--- config.mk ---
export PLATFORM = sky130hd
export DESIGN_NAME = ram_2port_rw_ctrl_flat
export DESIGN_NICKNAME = d
export VERILOG_FILES = /design/src/rtl/ram_2port_rw_ctrl_if.sv /design/src/rtl/ram_2port_rw_ctrl.sv /design/src/flat_wrapper.sv
export SDC_FILE = /design/constraint.sdc
export NUM_CORES = 1
export LEC_CHECK = 0
export BUFFER_PORTS_ARGS = -buffer_cell sky130_fd_sc_hd__clkbuf_2
export CAP_MARGIN = 15
export CELL_PAD_IN_SITES_DETAIL_PLACEMENT = 0
export CELL_PAD_IN_SITES_GLOBAL_PLACEMENT = 2
export CORE_MARGIN = 3
export CORE_UTILIZATION = 36
export DETAILED_ROUTE_END_ITERATION = 12
export PLACE_DENSITY = 0.8
export SYNTH_ARGS = -nofsm -noshare
export SYNTH_HDL_FRONTEND = slang
export SYNTH_SLANG_ARGS = --single-unit
--- constraint.sdc ---
create_clock -name sys_clk -period 5.4 [get_ports sys_clk]
set_clock_uncertainty 0.05 [all_clocks]
set_input_delay 0.54 -clock sys_clk [delete_from_list [all_inputs] [get_ports sys_clk]]
set_output_delay 0.54 -clock sys_clk [all_outputs]
set_load 0.005 [all_outputs]
--- src/rtl/ram_2port_rw_ctrl_if.sv ---
// Bus between the RAM write/read-check controller and the dual-port RAM plus its
// control/status signals. The controller side uses the master modport.
interface ram_2port_rw_ctrl_if #(
    parameter int ADDR_WIDTH = 5,
    parameter int DATA_WIDTH = 8
) ();
    logic                  start;
    logic                  wr_en;
    logic [ADDR_WIDTH-1:0] wr_addr;
    logic [DATA_WIDTH-1:0] wr_data;
    logic [ADDR_WIDTH-1:0] rd_addr;
    logic [DATA_WIDTH-1:0] rd_data;
    logic                  busy;
    logic                  done;
    logic                  err;
    logic [7:0]            err_cnt;

    modport master (
        input  start, rd_data,
        output wr_en, wr_addr, wr_data, rd_addr, busy, done, err, err_cnt
    );

    modport slave (
        output start, rd_data,
        input  wr_en, wr_addr, wr_data, rd_addr, busy, done, err, err_cnt
    );
endinterface

--- src/rtl/ram_2port_rw_ctrl.sv ---
// Write-then-read-check controller: fills the RAM with DATA_INIT - addr, reads it
// back and counts mismatches through a RD_LATENCY-deep expected-value pipeline.
module ram_2port_rw_ctrl #(
    parameter int                    ADDR_WIDTH = 5,
    parameter int                    DATA_WIDTH = 8,
    parameter int                    RD_LATENCY = 1,
    parameter logic [DATA_WIDTH-1:0] DATA_INIT  = '1
) (
    input logic sys_clk,
    input logic sys_rst_n,
    ram_2port_rw_ctrl_if.master bus
);
    typedef enum logic [2:0] {IDLE, WRITE, READ, FLUSH, DONE} state_t;

    localparam logic [ADDR_WIDTH-1:0] LAST_IDX   = '1;
    localparam logic [ADDR_WIDTH-1:0] FLUSH_LAST = ADDR_WIDTH'(RD_LATENCY - 1);

    state_t                state, state_nxt;
    logic [ADDR_WIDTH-1:0] idx, idx_nxt;
    logic                  accept;
    logic                  mismatch;

    logic [RD_LATENCY-1:0] pipe_vld;
    logic [DATA_WIDTH-1:0] pipe_exp [RD_LATENCY];

    logic                  wr_en_q;
    logic [ADDR_WIDTH-1:0] wr_addr_q;
    logic [DATA_WIDTH-1:0] wr_data_q;
    logic [ADDR_WIDTH-1:0] rd_addr_q;
    logic                  busy_q;
    logic                  done_q;
    logic                  err_q;
    logic [7:0]            err_cnt_q;

    // idx doubles as the FLUSH cycle counter; it wraps from LAST_IDX to 0 into READ.
    always_comb begin
        state_nxt = state;
        idx_nxt   = idx;
        accept    = 1'b0;
        case (state)
            IDLE: begin
                if (bus.start) begin
                    state_nxt = WRITE;
                    idx_nxt   = '0;
                    accept    = 1'b1;
                end
            end
            WRITE: begin
                idx_nxt = idx + 1'b1;
                if (idx == LAST_IDX) state_nxt = READ;
            end
            READ: begin
                if (idx == LAST_IDX) begin
                    state_nxt = FLUSH;
                    idx_nxt   = '0;
                end else begin
                    idx_nxt = idx + 1'b1;
                end
            end
            FLUSH: begin
                if (idx == FLUSH_LAST) begin
                    state_nxt = DONE;
                    idx_nxt   = '0;
                end else begin
                    idx_nxt = idx + 1'b1;
                end
            end
            DONE:    state_nxt = IDLE;
            default: state_nxt = IDLE;
        endcase
    end

    assign mismatch = pipe_vld[RD_LATENCY-1] && (bus.rd_data != pipe_exp[RD_LATENCY-1]);

    always_ff @(posedge sys_clk or negedge sys_rst_n) begin
        if (!sys_rst_n) begin
            state <= IDLE;
            idx   <= '0;
        end else begin
            state <= state_nxt;
            idx   <= idx_nxt;
        end
    end

    always_ff @(posedge sys_clk or negedge sys_rst_n) begin
        if (!sys_rst_n) begin
            pipe_vld <= '0;
            for (int unsigned i = 0; i < RD_LATENCY; i++) pipe_exp[i] <= '0;
        end else begin
            pipe_vld[0] <= (state == READ);
            pipe_exp[0] <= DATA_INIT - DATA_WIDTH'(idx);
            for (int unsigned i = 1; i < RD_LATENCY; i++) begin
                pipe_vld[i] <= pipe_vld[i-1];
                pipe_exp[i] <= pipe_exp[i-1];
            end
        end
    end

    // Outputs are registered from the next state so they line up with state/idx.
    always_ff @(posedge sys_clk or negedge sys_rst_n) begin
        if (!sys_rst_n) begin
            wr_en_q   <= 1'b0;
            wr_addr_q <= '0;
            wr_data_q <= '0;
            rd_addr_q <= '0;
            busy_q    <= 1'b0;
            done_q    <= 1'b0;
            err_q     <= 1'b0;
            err_cnt_q <= '0;
        end else begin
            wr_en_q   <= (state_nxt == WRITE);
            wr_addr_q <= (state_nxt == WRITE) ? idx_nxt : '0;
            wr_data_q <= (state_nxt == WRITE) ? DATA_INIT - DATA_WIDTH'(idx_nxt) : '0;
            rd_addr_q <= (state_nxt == READ) ? idx_nxt : '0;
            busy_q    <= (state_nxt != IDLE);
            done_q    <= (state_nxt == DONE);
            if (accept) begin
                err_q     <= 1'b0;
                err_cnt_q <= '0;
            end else if (mismatch) begin
                err_q <= 1'b1;
                if (err_cnt_q != 8'hFF) err_cnt_q <= err_cnt_q + 8'd1;
            end
        end
    end

    assign bus.wr_en   = wr_en_q;
    assign bus.wr_addr = wr_addr_q;
    assign bus.wr_data = wr_data_q;
    assign bus.rd_addr = rd_addr_q;
    assign bus.busy    = busy_q;
    assign bus.done    = done_q;
    assign bus.err     = err_q;
    assign bus.err_cnt = err_cnt_q;
endmodule

--- src/flat_wrapper.sv ---
// flat-port wrapper written by rule: the top's interface ports become plain ports
module ram_2port_rw_ctrl_flat 
#(
    parameter int                    ADDR_WIDTH = 5,
    parameter int                    DATA_WIDTH = 8,
    parameter int                    RD_LATENCY = 1,
    parameter logic [DATA_WIDTH-1:0] DATA_INIT  = '1
)
  (sys_clk, sys_rst_n, bus_start, bus_rd_data, bus_wr_en, bus_wr_addr, bus_wr_data, bus_rd_addr, bus_busy, bus_done, bus_err, bus_err_cnt);
  ram_2port_rw_ctrl_if #(.ADDR_WIDTH(ADDR_WIDTH), .DATA_WIDTH(DATA_WIDTH)) bus_i ();
  input logic sys_clk;
  input logic sys_rst_n;
  input wire logic [$bits(bus_i.start)-1:0] bus_start;
  input wire logic [$bits(bus_i.rd_data)-1:0] bus_rd_data;
  output wire logic [$bits(bus_i.wr_en)-1:0] bus_wr_en;
  output wire logic [$bits(bus_i.wr_addr)-1:0] bus_wr_addr;
  output wire logic [$bits(bus_i.wr_data)-1:0] bus_wr_data;
  output wire logic [$bits(bus_i.rd_addr)-1:0] bus_rd_addr;
  output wire logic [$bits(bus_i.busy)-1:0] bus_busy;
  output wire logic [$bits(bus_i.done)-1:0] bus_done;
  output wire logic [$bits(bus_i.err)-1:0] bus_err;
  output wire logic [$bits(bus_i.err_cnt)-1:0] bus_err_cnt;
  assign bus_i.start = bus_start;
  assign bus_i.rd_data = bus_rd_data;
  assign bus_wr_en = bus_i.wr_en;
  assign bus_wr_addr = bus_i.wr_addr;
  assign bus_wr_data = bus_i.wr_data;
  assign bus_rd_addr = bus_i.rd_addr;
  assign bus_busy = bus_i.busy;
  assign bus_done = bus_i.done;
  assign bus_err = bus_i.err;
  assign bus_err_cnt = bus_i.err_cnt;
  ram_2port_rw_ctrl #(.ADDR_WIDTH(ADDR_WIDTH), .DATA_WIDTH(DATA_WIDTH), .RD_LATENCY(RD_LATENCY), .DATA_INIT(DATA_INIT)) u_core (.sys_clk(sys_clk), .sys_rst_n(sys_rst_n), .bus(bus_i));
endmodule
Yosys cells after proc, flatten, opt, wreduce, memory -nomap -nowiden
Cells that the tools add are included.
W data, S select, Z words.
Operators by class
  add/sub/neg operators: 4
  multipliers: 0
  div/mod/pow operators: 0
  $lt $le $gt $ge: 0
  equal/unequal tests: 9
  shifts and indexed selects: 0
  multiplexer cells: 19
  bitwise operators: 0
  reduce and logical (&&, ||, !) cells: 7
Operators by type and width (number)
  $mux W8: 4
  $mux W5: 5
  $pmux W5 S4: 1
  $sub A1 B6 Y7 const A: 2
  $mux W3: 4
  $pmux W3 S4: 1
  $eq A3 B2 Y1 const B: 3
  $add A8 B1 Y8 const B: 1
  $ne A8 B8 Y1: 1
  $ne A8 B8 Y1 const B: 1
  $eq A3 B1 Y1 const B: 2
  $add A5 B1 Y5 const B: 1
  $eq A5 B5 Y1 const B: 1
  $logic_not A5 Y1: 1
  $mux W1: 4
  $reduce_bool A2 Y1: 2
  $eq A3 B3 Y1 const B: 1
  $logic_not A3 Y1: 1
  $reduce_bool A3 Y1: 1
  $reduce_and A2 Y1: 1
  $logic_and A1 B1 Y1: 1
Storage, ports and cells
  register bits: 47
  bits in latches: 0
  RAM bits: 0
  memory bits (read-only): 0
  bits of input ports: 11
  output and inout port bits: 30
  word-level logic and storage cells: 51
  memories kept: 0

Depth between registers and ports, before layout
  depth in word-level cells: 5
  gate-level depth with buffers: 8
  depth with buffers taken out: 8

Least setup slack after synthesis
Ideal clock, no wire load.
  path kind: in2reg
  start: input bus_rd_data[5]
  end: register u_core.err_cnt_q[4], in the netlist u_core.bus.err_cnt[4]
  setup time: 0.120 ns
  data arrival time: 1.946 ns
  required time: 5.230 ns
  setup slack: 3.283 ns
  stages on the path: 5
  path buffers: 1
  cells stage by stage: or4_4 -> a2111oi_4 -> a21oi_2 -> buf_6 -> a41o_1
On the way
  word-level cells in the longest chain between the ends: 4
Ends and longest elaborated chain
  start, declared: line flat_wrapper.sv:14  | input wire logic [$bits(bus_i.rd_data)-1:0] bus_rd_data;
  $ne A8 B8 Y1: line ram_2port_rw_ctrl.sv:73  | assign mismatch = pipe_vld[RD_LATENCY-1] && (bus.rd_data != pipe_exp[RD_LATENCY-1]);
  $logic_and A1 B1 Y1: line ram_2port_rw_ctrl.sv:73
  $reduce_bool A2 Y1 (no source line)
  $reduce_and A2 Y1 (no source line)
  end signal, assigned: line ram_2port_rw_ctrl.sv:122  | if (err_cnt_q != 8'hFF) err_cnt_q <= err_cnt_q + 8'd1;
  end, declared: line ram_2port_rw_ctrl.sv:33  | logic [7:0] err_cnt_q;
No other way between the ends.
A chain may end at the register's enable or synchronous reset.

Worst setup path in the final report
  start: register u_core.state[1]
  end: register u_core.err_cnt_q[4], in the netlist u_core.bus.err_cnt[4]
On the way
  word-level cells in the longest chain between the ends: 4
  elaborated cells on any way between the ends: 6
  those cells by class: mux: 2; reduce/logical: 4
Ends and longest elaborated chain
  start, declared: line ram_2port_rw_ctrl.sv:18  | state_t state, state_nxt;
  start signal, assigned: line ram_2port_rw_ctrl.sv:80  | state <= state_nxt;
  $logic_not A3 Y1 *: line ram_2port_rw_ctrl.sv:40  | case (state)
  $mux W1 *: line ram_2port_rw_ctrl.sv:40
  $reduce_bool A2 Y1 (no source line)
  $reduce_and A2 Y1 (no source line)
Mark *: on every way between the ends. The rest lies on a longest branch, timed or not.

==> results.toml <==
[place]
gp_congestion = 0.8985
port_buffers = 40
dpl.hpwl_mm = 2.692

[min_path]
worstHoldPathType = "in -> async"

[logic_synthesis]
yosysWarnings = 0
yosys_register_bits = 42
ys_types = 42
ys_seq_area_frac = 0.5668
synth_top_family_by_area = "simple AND/OR/NAND/NOR gates"
synth_edf_count = 0
synth_area_leaders = "dfrtp_1 57%, nor2_1 5.3%, ha_1 2.7%"
yosysTopAreaCell = "dfrtp_1"
syn_area_per_cell_sq_um = 10.78
ys_async_sr_fraction = 1.000
synthAdderAreaFrac = 0.02699
netlist.area_leader.share = 0.5668
synth_compound_area_frac = 0.1194
netlist_area_sq_mm = 0.001854
synthMuxAreaShare = 0.01619
yosys.area_share.simple = 0.1876
synth_ff_type = "dfrtp_1"
synth_xor_area_frac = 0.02834
syn_nets = 187
synthCells = 172

[worst_setup_path]
required_ns = 5.54
cp.arrival_ns = 2.22
path_cells = "or2_1, nor3b_1, nor2_1, a41o_1"
path_max_fanout = 12
crit_type = "reg -> reg"
startpoint_type = "flop"
crit_family = "simple AND/OR/NAND/NOR gates"
end_kind = "flop"
cp_num_buf_inv = 0
critical_path.max_stage_delay_ns = 0.78
crit_slowest_cell = "nor3b_1"

[sta]
tns_ns = 0
maxSlewHeadroom = 0.3736
hold_slack_ns = 0.1174
setup_viol = 0
maxSlewViolCount = 0
rsz0062_at_grt = "false"
fin_crit_ns = 2.089
max_freq_ghz = 0.4787
fin_crit_sh = 0.3868
hold_violations = 0
tightest_slew_ns = 0.9375

[die]
rows = 25
fp.dieW_um = 77.77
pin_count = 41
die_h_um = 77.77
core_sq_mm = 0.004848
start_util = 0.3825
dieArea_sq_mm = 0.006048

[route]
wl_mm = 3.723
drt_iter0_drc = 72
dr_total_vias = 1338
ant_nets = 0
wire_per_inst_um = 13.34
drc = 0
drtPass1Iterations = 4
avgViaCountPerCell = 4.796

[cells_and_area]
final_cell_mix = "42 x dfrtp_1, 40 x clkbuf_2, 26 x nor2_1"
multi_input_area_sq_um = 705.7
syn_to_final_growth_pct = 18.02
diodes = 0
final_common_cell = "dfrtp_1"
post-route-util = 0.4514
fillers = 474
seqCellArea_sq_mm = 0.001051
drive_gt1_frac = 0.2689
final_nets = 226

[cts]
tritoncts = "yes"
postCtsSetupRepairBufs = 0
insertion_delay_ns = 0.29
numCtsBuffers = 5
cts_hold_buf = 0
cts-root-buf = "clkbuf_8"
cts.sinks = 42
cts_buffer_depth = 2
clk_pin_slew_ns = 0.08
cts_resized = 0
cts_max_level = 2

[power_and_ir_drop]
p_total_mw = 1.016
ir_worst_vdd_mv = 0.2223
leakage_nw = 1.101
powerDensity_mw_per_mm2 = 464.5

[global_routing]
grt-ovfl-total = 0
grt_use_total = 0.1335
grt_max_degree = 43
grt_pass1_wl_mm = 6.417
grt_pass1_vias = 1419
antenna_found_initial = 0

[job]
drv_cap = 0

[outcome]
outcome = "complete, no violations"
==> routing by layer <==
layer	track usage	part of all wire	vias up
met4	0.05338	0.013	0
met1	0.1601	0.43	646
met5	0	0	-
li1	-	-	649
met2	0.2209	0.49	39
met3	0.04292	0.063	4
==> synthesized netlist by cell type (3+ instances only) <==
library cell and instances:
buf_2 3, buf_4 3, a21o_1 3, a21oi_2 3, inv_1 11, and2_1 3, ha_1 4, nand3_1 4
a21oi_1 6, or2_2 3, nor2_1 26, dfrtp_1 42, xor2_1 5, nand2b_1 3, a31o_1 4, nor2b_1 6
nand4_1 3, nand2_1 10, mux2i_1 3
==> worst register-to-register path: cells and delay by family, from the launching register on <==
family / cells / cell delay, ns
compound gates: 1 / 0.27
flops: 1 / 0.50
simple gates: 3 / 1.17
==> final timing paths <==
| path | from | endpoint | slack [ns] | depth (start not counted) |
|---|---|---|---|---|
| worst min register to register | u_core.idx[1] | u_core.pipe_exp[1] | 0.45 | 1 |
| worst max register to register | u_core.state[1] | u_core.bus.err_cnt[4] | 3.31 | 4 |
| worst min-delay path | sys_rst_n | u_core.pipe_exp[6] | 0.12 | 1 |
| worst max-delay path | u_core.state[1] | u_core.bus.err_cnt[4] | 3.31 | 4 |
| min in group sys_clk | u_core.idx[1] | u_core.pipe_exp[1] | 0.45 | 1 |
| max in group asynchronous | sys_rst_n | u_core.state[2] | 4.70 | 2 |
==> state kept, by name, summed over array words and instances (netlist names) <==
register / flops
u_core.state: 3
u_core.bus.wr_data: 6
u_core.bus.err: 1
u_core.bus.wr_addr: 5
u_core.idx: 5
u_core.bus.rd_addr: 5
u_core.pipe_exp: 6
u_core.pipe_vld: 1
u_core.bus.done: 1
u_core.bus.err_cnt: 8
u_core.bus.busy: 1
==> stage by stage <==
stage | worst slack (ns) | instances | instance area (sq um)
after global routing | 3.129 | 279 | 2188
after detailed placement | 3.064 | 270 | 2082
after floorplan | 3.283 | 172 | 1854
final | 3.311 | 279 | 2188
after global placement | 3.128 | 270 | 2082
after CTS | 3.321 | 278 | 2168
==> logic make-up (layout without fill, tap and decap cells) <==
family | after synthesis | count (layout)
mux | 3 | 3
flops | 42 | 42
fa+ha+maj | 4 | 4
other cells | 1 | 1
xor+xnor | 6 | 6
simple gates | 68 | 68
compound gates | 28 | 28
buf+inv | 20 | 60
==> report_power, final <==
group	switching, mW	total, mW	internal, mW
sequential	0.0653	0.476	0.411
combinational	0.197	0.346	0.149
clock	0.103	0.194	0.0911
==> area by class of cell <==
class	instances	share of cell area
Sequential cell	42	0.4803
Multi-Input combinational cell	110	0.3225
Timing Repair Buffer	41	0.1006
Tap cell	67	0.03831
Clock buffer	6	0.03316
Inverter	11	0.01887
Clock inverter	2	0.006289
Power figures use the tool's default switching activity.
